<file path="src/rtl/gift_128_pkg.sv">
// Shared GIFT-128 primitives: S-box, bit permutation, round constants, key schedule.
package gift_128_pkg;

  localparam logic MODE_ENC = 1'b0;
  localparam logic MODE_DEC = 1'b1;

  typedef enum logic [2:0] {
    ST_IDLE,
    ST_KEYX,
    ST_READY,
    ST_RUN,
    ST_DONE
  } gift_state_t;

  // GS S-box and its inverse, element 0 first.
  localparam logic [0:15][3:0] GS_SBOX     = 64'h1a4c6f392db7508e;
  localparam logic [0:15][3:0] GS_SBOX_INV = 64'hd0862c4be71a39f5;

  // Round constants from the 6-bit LFSR started at zero (advanced before each round).
  localparam logic [0:39][5:0] RC_ROM = {
    6'h01, 6'h03, 6'h07, 6'h0f, 6'h1f, 6'h3e, 6'h3d, 6'h3b, 6'h37, 6'h2f,
    6'h1e, 6'h3c, 6'h39, 6'h33, 6'h27, 6'h0e, 6'h1d, 6'h3a, 6'h35, 6'h2b,
    6'h16, 6'h2c, 6'h18, 6'h30, 6'h21, 6'h02, 6'h05, 6'h0b, 6'h17, 6'h2e,
    6'h1c, 6'h38, 6'h31, 6'h23, 6'h06, 6'h0d, 6'h1b, 6'h36, 6'h2d, 6'h1a
  };

  // Out-of-range indices only occur on a saturated counter and are never consumed.
  function automatic logic [5:0] rc_lookup(input logic [5:0] idx);
    return (idx < 6'd40) ? RC_ROM[idx] : 6'd0;
  endfunction

  // P128: destination position of state bit i.
  function automatic int p128(input int i);
    return 4 * (i / 16) + 32 * ((3 * ((i % 16) / 4) + (i % 4)) % 4) + (i % 4);
  endfunction

  function automatic logic [127:0] perm_bits(input logic [127:0] s);
    logic [127:0] r;
    for (int i = 0; i < 128; i++) r[p128(i)] = s[i];
    return r;
  endfunction

  function automatic logic [127:0] perm_bits_inv(input logic [127:0] s);
    logic [127:0] r;
    for (int i = 0; i < 128; i++) r[i] = s[p128(i)];
    return r;
  endfunction

  function automatic logic [127:0] sub_cells(input logic [127:0] s);
    logic [127:0] r;
    for (int n = 0; n < 32; n++) r[4*n +: 4] = GS_SBOX[s[4*n +: 4]];
    return r;
  endfunction

  function automatic logic [127:0] sub_cells_inv(input logic [127:0] s);
    logic [127:0] r;
    for (int n = 0; n < 32; n++) r[4*n +: 4] = GS_SBOX_INV[s[4*n +: 4]];
    return r;
  endfunction

  // Round-key and constant mask: U = k5||k4 into bits 4i+2, V = k1||k0 into bits 4i+1.
  function automatic logic [127:0] round_mask(input logic [127:0] key, input logic [5:0] rc);
    logic [127:0] m;
    m = '0;
    for (int i = 0; i < 32; i++) begin
      m[4*i+2] = key[64+i];
      m[4*i+1] = key[i];
    end
    m[23]  = rc[5];
    m[19]  = rc[4];
    m[15]  = rc[3];
    m[11]  = rc[2];
    m[7]   = rc[1];
    m[3]   = rc[0];
    m[127] = 1'b1;
    return m;
  endfunction

  // k7..k0 <= k1>>>2, k0>>>12, k7..k2 (k7 is the most significant word).
  function automatic logic [127:0] key_update(input logic [127:0] k);
    return {k[17:16], k[31:18], k[11:0], k[15:12], k[127:32]};
  endfunction

  function automatic logic [127:0] key_update_inv(input logic [127:0] k);
    return {k[95:0], k[125:112], k[127:126], k[99:96], k[111:100]};
  endfunction

endpackage

</file>
<file path="src/rtl/gift_128_round_unit.sv">
// One combinational GIFT-128 round, forward or inverse, with its key-schedule step.
module gift_128_round_unit
  import gift_128_pkg::*;
(
  input  logic [127:0] state,
  input  logic [127:0] key,
  input  logic [5:0]   rc,
  input  logic         mode,
  output logic [127:0] next_state,
  output logic [127:0] next_key
);

  logic [127:0] round_key;

  // Decrypt rewinds the key first so the register always holds the key of the round just done.
  always_comb begin
    round_key  = (mode == MODE_DEC) ? key_update_inv(key) : key;
    next_key   = (mode == MODE_DEC) ? round_key : key_update(key);
    next_state = perm_bits(sub_cells(state)) ^ round_mask(round_key, rc);
    if (mode == MODE_DEC) begin
      next_state = sub_cells_inv(perm_bits_inv(state ^ round_mask(round_key, rc)));
    end
  end

endmodule

</file>
<file path="src/rtl/gift_128_codec_core.sv">
// GIFT-128 encrypt/decrypt engine: FSM, counters, key registers and handshakes.
module gift_128_codec_core
  import gift_128_pkg::*;
#(
  parameter int ROUNDS_PER_CYCLE = 1,
  parameter int NUM_ROUNDS       = 40
) (
  input  logic         clk_i,
  input  logic         reset,
  input  logic [127:0] key_in,
  input  logic         key_ld,
  output logic         key_ready,
  input  logic         in_valid,
  output logic         in_ready,
  input  logic         in_mode,
  input  logic [127:0] data_in,
  output logic         out_valid,
  input  logic         out_ready,
  output logic [127:0] data_out,
  output logic         out_mode,
  output logic         busy
);

  localparam int         N  = NUM_ROUNDS / ROUNDS_PER_CYCLE;
  localparam logic [5:0] N6 = 6'(N);

  if (NUM_ROUNDS != 40) begin : g_bad_num_rounds
    $error("gift_128_codec_core: NUM_ROUNDS must be 40");
  end
  if (!(ROUNDS_PER_CYCLE == 1 || ROUNDS_PER_CYCLE == 2 || ROUNDS_PER_CYCLE == 4 ||
        ROUNDS_PER_CYCLE == 5 || ROUNDS_PER_CYCLE == 8 || ROUNDS_PER_CYCLE == 10)) begin : g_bad_rpc
    $error("gift_128_codec_core: ROUNDS_PER_CYCLE must be 1, 2, 4, 5, 8 or 10");
  end

  function automatic logic [5:0] sat_inc(input logic [5:0] v);
    return (v >= N6) ? N6 : v + 6'd1;
  endfunction

  gift_state_t  state_q, state_d;
  logic [5:0]   cnt_q;
  logic [127:0] key_k0_q, key_k40_q, run_key_q, blk_q;
  logic         key_ready_q, mode_q, out_valid_q, out_mode_q;
  logic [127:0] data_out_q;
  logic         key_acc, in_rdy, in_acc, out_acc, last;
  logic         chain_mode;
  logic [5:0]   round_base;
  logic [127:0] chain_state [0:ROUNDS_PER_CYCLE];
  logic [127:0] chain_key   [0:ROUNDS_PER_CYCLE];

  assign key_acc = key_ld & (state_q == ST_IDLE || state_q == ST_READY);
  assign in_rdy  = key_ready_q & ~key_ld &
                   (state_q == ST_READY || (state_q == ST_DONE && out_ready));
  assign in_acc  = in_valid & in_rdy;
  assign out_acc = out_valid_q & out_ready;
  assign last    = (cnt_q == N6 - 6'd1);

  assign key_ready = key_ready_q;
  assign in_ready  = in_rdy;
  assign out_valid = out_valid_q;
  assign data_out  = data_out_q;
  assign out_mode  = out_mode_q;
  assign busy      = (state_q == ST_KEYX) || (state_q == ST_RUN);

  // The round chain doubles as the key expander while in KEYX (forward key schedule only).
  assign chain_mode     = (state_q == ST_KEYX) ? MODE_ENC : mode_q;
  assign chain_state[0] = blk_q;
  assign chain_key[0]   = (state_q == ST_KEYX) ? key_k40_q : run_key_q;
  assign round_base     = cnt_q * 6'(ROUNDS_PER_CYCLE);

  for (genvar j = 0; j < ROUNDS_PER_CYCLE; j++) begin : g_round
    logic [5:0] round_idx;
    assign round_idx = (chain_mode == MODE_DEC) ? 6'(NUM_ROUNDS - 1 - j) - round_base
                                                : round_base + 6'(j);
    gift_128_round_unit u_round (
      .state      (chain_state[j]),
      .key        (chain_key[j]),
      .rc         (rc_lookup(round_idx)),
      .mode       (chain_mode),
      .next_state (chain_state[j+1]),
      .next_key   (chain_key[j+1])
    );
  end

  // Next-state logic.
  always_comb begin
    state_d = state_q;
    case (state_q)
      ST_IDLE:  if (key_acc) state_d = ST_KEYX;
      ST_KEYX:  if (last) state_d = ST_READY;
      ST_READY: begin
        if (key_acc)     state_d = ST_KEYX;
        else if (in_acc) state_d = ST_RUN;
      end
      ST_RUN:   if (last) state_d = ST_DONE;
      ST_DONE:  if (out_acc) state_d = in_acc ? ST_RUN : ST_READY;
      default:  state_d = ST_IDLE;
    endcase
  end

  // Control, key registers and output register; all cleared by reset.
  always_ff @(posedge clk_i or posedge reset) begin
    if (reset) begin
      state_q     <= ST_IDLE;
      cnt_q       <= '0;
      key_k0_q    <= '0;
      key_k40_q   <= '0;
      key_ready_q <= 1'b0;
      mode_q      <= MODE_ENC;
      out_valid_q <= 1'b0;
      out_mode_q  <= 1'b0;
      data_out_q  <= '0;
    end else begin
      state_q <= state_d;
      if (key_acc || in_acc) cnt_q <= '0;
      else if (state_q == ST_KEYX || state_q == ST_RUN) cnt_q <= sat_inc(cnt_q);
      if (key_acc) begin
        key_k0_q    <= key_in;
        key_k40_q   <= key_in;
        key_ready_q <= 1'b0;
      end else if (state_q == ST_KEYX) begin
        key_k40_q <= chain_key[ROUNDS_PER_CYCLE];
        if (last) key_ready_q <= 1'b1;
      end
      if (in_acc) mode_q <= in_mode;
      if (state_q == ST_RUN && last) begin
        out_valid_q <= 1'b1;
        data_out_q  <= chain_state[ROUNDS_PER_CYCLE];
        out_mode_q  <= mode_q;
      end else if (out_acc) begin
        out_valid_q <= 1'b0;
      end
    end
  end

  // Working block and round key; pure data, no reset needed.
  always_ff @(posedge clk_i) begin
    if (in_acc) begin
      blk_q     <= data_in;
      run_key_q <= (in_mode == MODE_DEC) ? key_k40_q : key_k0_q;
    end else if (state_q == ST_RUN) begin
      blk_q     <= chain_state[ROUNDS_PER_CYCLE];
      run_key_q <= chain_key[ROUNDS_PER_CYCLE];
    end
  end

endmodule
</file>
<file path="config.mk">
export PLATFORM = sky130hd
export DESIGN_NAME = gift_128_codec_core
export DESIGN_NICKNAME = d
export VERILOG_FILES = /design/src/rtl/gift_128_pkg.sv /design/src/rtl/gift_128_round_unit.sv /design/src/rtl/gift_128_codec_core.sv
export SDC_FILE = /design/constraint.sdc
export NUM_CORES = 2
export LEC_CHECK = 0
export BUFFER_PORTS_ARGS = -buffer_cell sky130_fd_sc_hd__buf_2
export CORE_ASPECT_RATIO = 0.75
export CORE_MARGIN = 3
export CORE_UTILIZATION = 48
export DETAILED_ROUTE_END_ITERATION = 16
export PLACE_DENSITY = 0.8
export RECOVER_POWER = 25
export SETUP_SLACK_MARGIN = 0.5
export SLEW_MARGIN = 0
export SYNTH_ARGS = -nofsm -noshare
export SYNTH_HDL_FRONTEND = slang
export SYNTH_HIERARCHICAL = 1
export SYNTH_SLANG_ARGS = --single-unit
</file>
<file path="constraint.sdc">
create_clock -name clk_i -period 11.4 [get_ports clk_i]
set_input_delay 0.57 -clock clk_i [delete_from_list [all_inputs] [get_ports clk_i]]
set_output_delay 0.57 -clock clk_i [all_outputs]
set_load 0.01 [all_outputs]
</file>
-- After elaboration in Yosys (flattened, before gate mapping)
Memory sizes are Yosys's and may differ from the RTL's.
Index checks and enable logic that the tools add are counted.
Widths: inputs -> output; s select.
- ROM bits: 4480
- memories kept: 65
- output and inout port bits: 133
- input bits: 262
- logic and storage cells: 402
- bits in registers: 653
- memory list (name ; words ; width ; rd ports ; clocked after memory_dff ; write ports ; line ; source):
    (no name shown) ; 64 ; 6 ; 1 ; 0 ; 0 ; gift_128_pkg.sv:29 ; return (idx < 6'd40) ? RC_ROM[idx] : 6'd0;
    (no name shown) ; 16 ; 4 ; 1 ; 0 ; 0 ; gift_128_pkg.sv:51 ; for (int n = 0; n < 32; n++) r[4*n +: 4] = GS_SBOX[s[4*n +: 4]];
    (no name shown) ; 16 ; 4 ; 1 ; 0 ; 0 ; gift_128_pkg.sv:51 ;
    (no name shown) ; 16 ; 4 ; 1 ; 0 ; 0 ; gift_128_pkg.sv:51 ;
    (no name shown) ; 16 ; 4 ; 1 ; 0 ; 0 ; gift_128_pkg.sv:51 ;
    (no name shown) ; 16 ; 4 ; 1 ; 0 ; 0 ; gift_128_pkg.sv:51 ;
    59 more memories ; - ; - ; - ; - ; - ; - ;
- $add $sub $neg: 2
- mux-type cells: 160
- $lt $le $gt $ge: 67
- equal/unequal tests: 10
- reduce and logical (&&, ||, !) cells: 14
- bitwise gates (word level): 73
- operators by type and width (operator ; count):
    $mux 128 ; 11
    $mux 4 ; 128
    $ge 5x5->1 const B ; 64
    $not 4->5 ; 64
    $xor 128x128->128 ; 2
    $mux 6 ; 7
    $mux 3 ; 6
    $pmux 3 s5 ; 1
    $reduce_bool 2->1 ; 5
    $ne 2x2->1 const B ; 4
    $ge 7x7->1 const B ; 1
    $mux 1 ; 7
    $not 6->7 ; 1
    $add 6x1->6 const B ; 1
    $eq 3x2->1 const B ; 2
    $eq 6x6->1 const B ; 1
    $ge 6x6->1 const B ; 1
    $lt 6x6->1 const B ; 1
    $sub 6x6->6 const A ; 1
    $and 1x1->1 ; 5
    $reduce_and 5->1 ; 1
    $logic_or 1x1->1 ; 4
    $eq 3x1->1 const B ; 1
    $eq 3x3->1 const B ; 1
    5 further kinds ; 6

-- Logic depth before layout (Yosys ltp)
- word-level depth: 16
- depth in mapped cells: 17
- mapped depth without buffers: 13

-- By module
The synthesis kept the hierarchy.
- modules (own cells, without submodules) (module ; cells an instance ; area an instance (µm²) ; instances ; sequential area each (µm²)):
    gift_128_codec_core ; 2840 ; 29918.7 ; 1 ; 17621.9
    gift_128_round_unit ; 1891 ; 13779.5 ; 1 ; 0.0

-- Worst setup path before layout
OpenSTA, ideal clock, no wires.
- path type: register -> register
- from: reg state_q[1]
- to: reg blk_q[0] (enable)
- data required time: 10.771 ns
- setup time: 0.629 ns
- stages on the path, launching flop included: 9
- buffers on the path: 4
- arrival: 7.143 ns
- setup slack: 3.628 ns
- clock period less this slack: 7.772 ns
- cell sequence: dfrtp_1 > buf_2 > nand3b_4 > a2111oi_4 > nand2_2 > buf_4 > buf_6 > clkbuf_1 > nand2_1
- longest elaborated chain between the ends: 6
- elaborated cells between the ends (all ways): 8
- classes of those cells: eq/ne (3); bitwise (2); reduce/logical (3)
- RTL lines (what ; line ; source):
    start, declared ; gift_128_codec_core.sv:39 ; gift_state_t state_q, state_d;
    start signal, assigned ; gift_128_codec_core.sv:113 ; state_q <= state_d;
    $eq 3x3->1 ; gift_128_codec_core.sv:52 ; (state_q == ST_READY || (state_q == ST_DONE && out_ready));
    $logic_and 1x1->1 ; gift_128_codec_core.sv:52 ;
    $logic_or 1x1->1 (*) ; gift_128_codec_core.sv:52 ;
    $and 1x1->1 (*) ; gift_128_codec_core.sv:51 ; assign in_rdy = key_ready_q & ~key_ld &
    via in_ready ; gift_128_codec_core.sv:14 ; output logic in_ready,
    $and 1x1->1 (*) ; gift_128_codec_core.sv:53 ; assign in_acc = in_valid & in_rdy;
    $reduce_bool 2->1 (no line) (*) ; - ;
    end signal, assigned ; gift_128_codec_core.sv:138 ; blk_q <= data_in;
    end signal, assigned ; gift_128_codec_core.sv:141 ; blk_q <= chain_state[ROUNDS_PER_CYCLE];
    end, declared ; gift_128_codec_core.sv:41 ; logic [127:0] key_k0_q, key_k40_q, run_key_q, blk_q;
Mark *: on every way through the listed nets, which the timed path passes. The rest lies on a longest branch.
A chain may end at the register's enable or synchronous reset.

-- Final worst setup path
- from: reg state_q[2]
- to: reg blk_q[45] (enable)
- longest elaborated chain between the ends: 6
- elaborated cells between the ends (all ways): 8
- classes of those cells: eq/ne (3); bitwise (2); reduce/logical (3)
- RTL lines (what ; line):
    $eq 3x3->1 ; gift_128_codec_core.sv:52
    $logic_and 1x1->1 ; gift_128_codec_core.sv:52
    $logic_or 1x1->1 ; gift_128_codec_core.sv:52
    $and 1x1->1 ; gift_128_codec_core.sv:51
    $and 1x1->1 ; gift_128_codec_core.sv:53
    $reduce_bool 2->1 (no line) (*) ; -
Mark *: on every way between the ends. The rest lies on a longest branch, timed or not.

==> results.txt <==
Entering global routing, the biggest net connects 171 pins. Global routing finished with a remaining overflow of 0. Setup violations remaining at the end of the flow were counted as 0. 395 I/O pins were placed. The type of the setup path with the least slack is reg -> reg.

CTS built an H-tree with a depth of 3. The maximum clock skew at final layout was 0.0392 ns; the static leakage was 22.2 nW. The initial cell density of the core is 0.486.

TritonCTS built the clock tree. The final routed wire length divided by cell count came out at 26.2 um. The worst setup path is captured at a register.

The share of the synthesized area in the top cell type is 0.227. The average footprint of a synthesized cell is 9.24 sq um, and the number of non-filler instances in the completed layout is 6182. The number of hold buffers added after cts was 1.

The proportion of synthesized flip-flops having asynchronous set or reset is 0.608. Among all stages on the critical path, the largest delay is contributed by sky130_fd_sc_hd__nand2_1. The run finished, with violations left. The library cell used most frequently in the layout, excluding fill and tap cells, is sky130_fd_sc_hd__nand2_1.

The destination of the worst register-to-register timing path was blk_q[45]$_DFFE_PP_. For the worst setup path, the data arrival time is 8.38 ns. The number of buffers added on ports was 394.

The buffer and inverter count on the worst path is 1. Counting every instance in the synthesized netlist gives 4731. After floorplanning, the core was sized to cover 89900 sq um. The tools report the instance area at placement as 46100 sq um.

The setup TNS was 0 ns; the number of enable flip-flop cells after synthesis was 256. The share of the clock period used by the worst path was 0.712. The first routing iteration left 5638 violations. The tightest hold path in the finished design has a slack of 0.144 ns.

In this run the power density over the cells is 362 nW/um^2. The critical path runs through a total of 5 cells. The growth of design area from synthesis to finish was 10.4%; the worst setup margin was 3.29 ns.

The slew of the pin with the lowest slew margin was 5.05 ns. The count of warnings emitted by yosys was 6. The floorplan has 95 rows. STA classifies the critical path startpoint as a register. For the post-cts repair resize count, the log shows 0. The total of flip-flops plus latches after synthesis is 653.

The tools report the start point of the worst hold path as key_in[83]. The tool flagged a number of max-cap violations equal to 7. The die extent in y was 267 um; the depth of the worst register-to-register path was 5.

The critical path's largest stage delay came out at 2.93 ns. Of all nets on the critical path, the largest fanout is 151. The logs give 162 mm for the aggregate routed wire length and 8 for the count of TritonRoute iterations in the first routing pass. The number of antenna violations at the first check in global routing came out at 9. The via count of the first global-routing pass came out at 34800. The clock input transition at the sequential cells of the worst setup and hold paths was 0.06 ns. Once the clock tree was built, the setup fixing pass inserted 0 buffers. Setup repair after global routing left no endpoint under its margin. The tools report the required time at the endpoint of the critical path as 11.67 ns. In this run the remaining antenna-violating nets after routing total 0. The half-perimeter wire length after detailed placement is 119 mm. The run gives 5157 as the synthesized netlist net count. The capture point of the worst path was blk_q[45]$_DFFE_PP_. The average via count per standard cell is 6.16, and the die area is 94700 sq um. The detailed router placed 38100 vias in this run.

Summing internal, switching and leakage power gives 17.5 mW. After synthesis the cells add up to 43700 sq um. The horizontal die dimension is 354 um.

The startpoint of the most critical setup path was state_q[2]$_DFFE_PP0P_. The worst register-to-register path begins at state_q[2]$_DFFE_PP0P_. The buffer type at the clock tree root is sky130_fd_sc_hd__clkbuf_16. The global router's overall resource usage is 0.330.

The tools report the sequential cell area fraction in the yosys report as 0.403. The logs give 0 for the residual DRC count and 446 for the final-report max-slew violation count. The setup slack at placement is 5.23 ns, and the count of cells along the worst hold path is 3.

The tools report the utilization after layout as 0.537. The first global-routing pass estimated 233 mm of wire. Category of cells accounting for the largest share of critical-path delay: simple AND/OR/NAND/NOR gates. The worst hold-check path type is in -> reg. For the TritonCTS buffer count, the log shows 70. The max-slew headroom at the worst pin was -2.37. Traced cell by cell, the critical path runs through nand2b_1 > a2111oi_0 > nand2_1 > nand2_4 > buf_12. At the later pin of the worst-skew pair, clock insertion delay measures 0.66 ns. Across all register-to-register paths, the minimum setup slack is 3.29 ns. Of all cell types, the one taking the most synthesized area is sky130_fd_sc_hd__dfrtp_1.

The net count of the finished layout is 5335. The final reports fail on max-capacitance violations, max-slew violations. The area of all placed cells without fillers came out at 48300 sq um. The number of distinct library cells after synthesis came out at 87. The run gives 123 MHz as the achievable clock frequency. In the synthesized netlist the dominant register cell turns out to be sky130_fd_sc_hd__dfrtp_1.

The routability congestion estimate from global placement is 1.02, and the number of placed instances with taps included is 6048. Counting I/O delays and the setup requirement, the final critical path takes 8.11 ns. The library cells used most frequently in the layout, excluding fill and tap cells, are sky130_fd_sc_hd__nand2_1, sky130_fd_sc_hd__dfrtp_1, sky130_fd_sc_hd__mux2_2, sky130_fd_sc_hd__mux2i_1, sky130_fd_sc_hd__buf_2. The logs give 0 for the final-report hold violation count and 0.000146 V for the largest voltage drop on the vdd net. The layout cell share with drive strength beyond 1 came out at 0.170. The tools report the maximum number of buffers from clock root to sink as 3. CTS saw 653 sinks.

Yosys attributes the largest share of cell area to sky130_fd_sc_hd__dfrtp_1, sky130_fd_sc_hd__edfxtp_1, sky130_fd_sc_hd__nand2_1.
## worst min path at each step
stage	to
after floorplan	key_k0_q[0]$_DFFE_PP0N_
after global placement	key_k0_q[106]$_DFFE_PP0N_
after detailed placement	key_k0_q[91]$_DFFE_PP0N_
after CTS	key_k0_q[58]$_DFFE_PP0N_
after global routing	key_k0_q[83]$_DFFE_PP0N_
final	key_k0_q[83]$_DFFE_PP0N_
## cells by family (layout without fill, tap and decap cells)
logic type,Yosys count,in the layout,synth area share
AO/OA/AOI/OAI,764,764,0.111
XOR/XNOR,261,261,0.0554
adder cells (fa/ha/maj),164,164,0.0470
buffers and inverters,447,682,0.0451
flip-flops,653,653,0.403
multiplexers,689,689,0.177
other,0,4,0
AND/OR/NAND/NOR,1753,1753,0.162
## power by group
| part | leakage, nW | internal [mW] | switching, mW |
|---|---|---|---|
| sequential | 7.78 | 3.66 | 1.15 |
| clock | 1.14 | 1.36 | 1.07 |
| combinational | 13.3 | 3.84 | 6.39 |
## sequential cells by signal (all words and copies together) (netlist names)
name / flops
blk_q: 128
key_k40_q: 128
run_key_q: 128
mode_q: 1
key_ready: 1
out_valid: 1
cnt_q: 6
data_out: 128
state_q: 3
key_k0_q: 128
out_mode: 1
## worst register-to-register path: stages, from the launching register on
cell and delay [ns]:
sky130_fd_sc_hd__dfrtp_1 0.54, sky130_fd_sc_hd__nand2b_1 0.22, sky130_fd_sc_hd__a2111oi_0 0.73, sky130_fd_sc_hd__nand2_1 2.93
sky130_fd_sc_hd__nand2_4 2.34, sky130_fd_sc_hd__buf_12 0.65
## Yosys cell counts, drive strengths merged (8+ instances only)
library cell	number
a211o	8
a211oi	58
a21oi	151
a221oi	17
a22oi	24
a2bb2oi	10
a31oi	33
buf	113
clkbuf	212
dfrtp	397
edfxtp	256
ha	164
inv	121
mux2	393
mux2i	296
nand2	1333
nand2b	21
nand3	145
nand3b	15
nor2	156
nor2b	16
nor3	31
o2111ai	9
o211ai	68
o21ai	260
o221ai	15
o22ai	30
o311ai	14
o31ai	28
xnor2	216
xor2	45
## area by class of cell
type                       instances  area (sq um)
inverter                         122           469
multi-input combinational       3631         24100
clock buffer                      96          1990
clock inverter                    33           385
sequential                       653         17600
timing repair buffer             431          2140
fill                            8019         41600
tap                             1212          1520
antenna                            4          10.0
## routing by layer
layer,global-route usage,wire (um),vias up
li1,-,-,16800
met1,0.477,67600,18600
met2,0.454,65800,2416
met3,0.0873,20100,336
met4,0.164,8800,0
met5,0,0,-
Power figures use the tool's default switching activity.
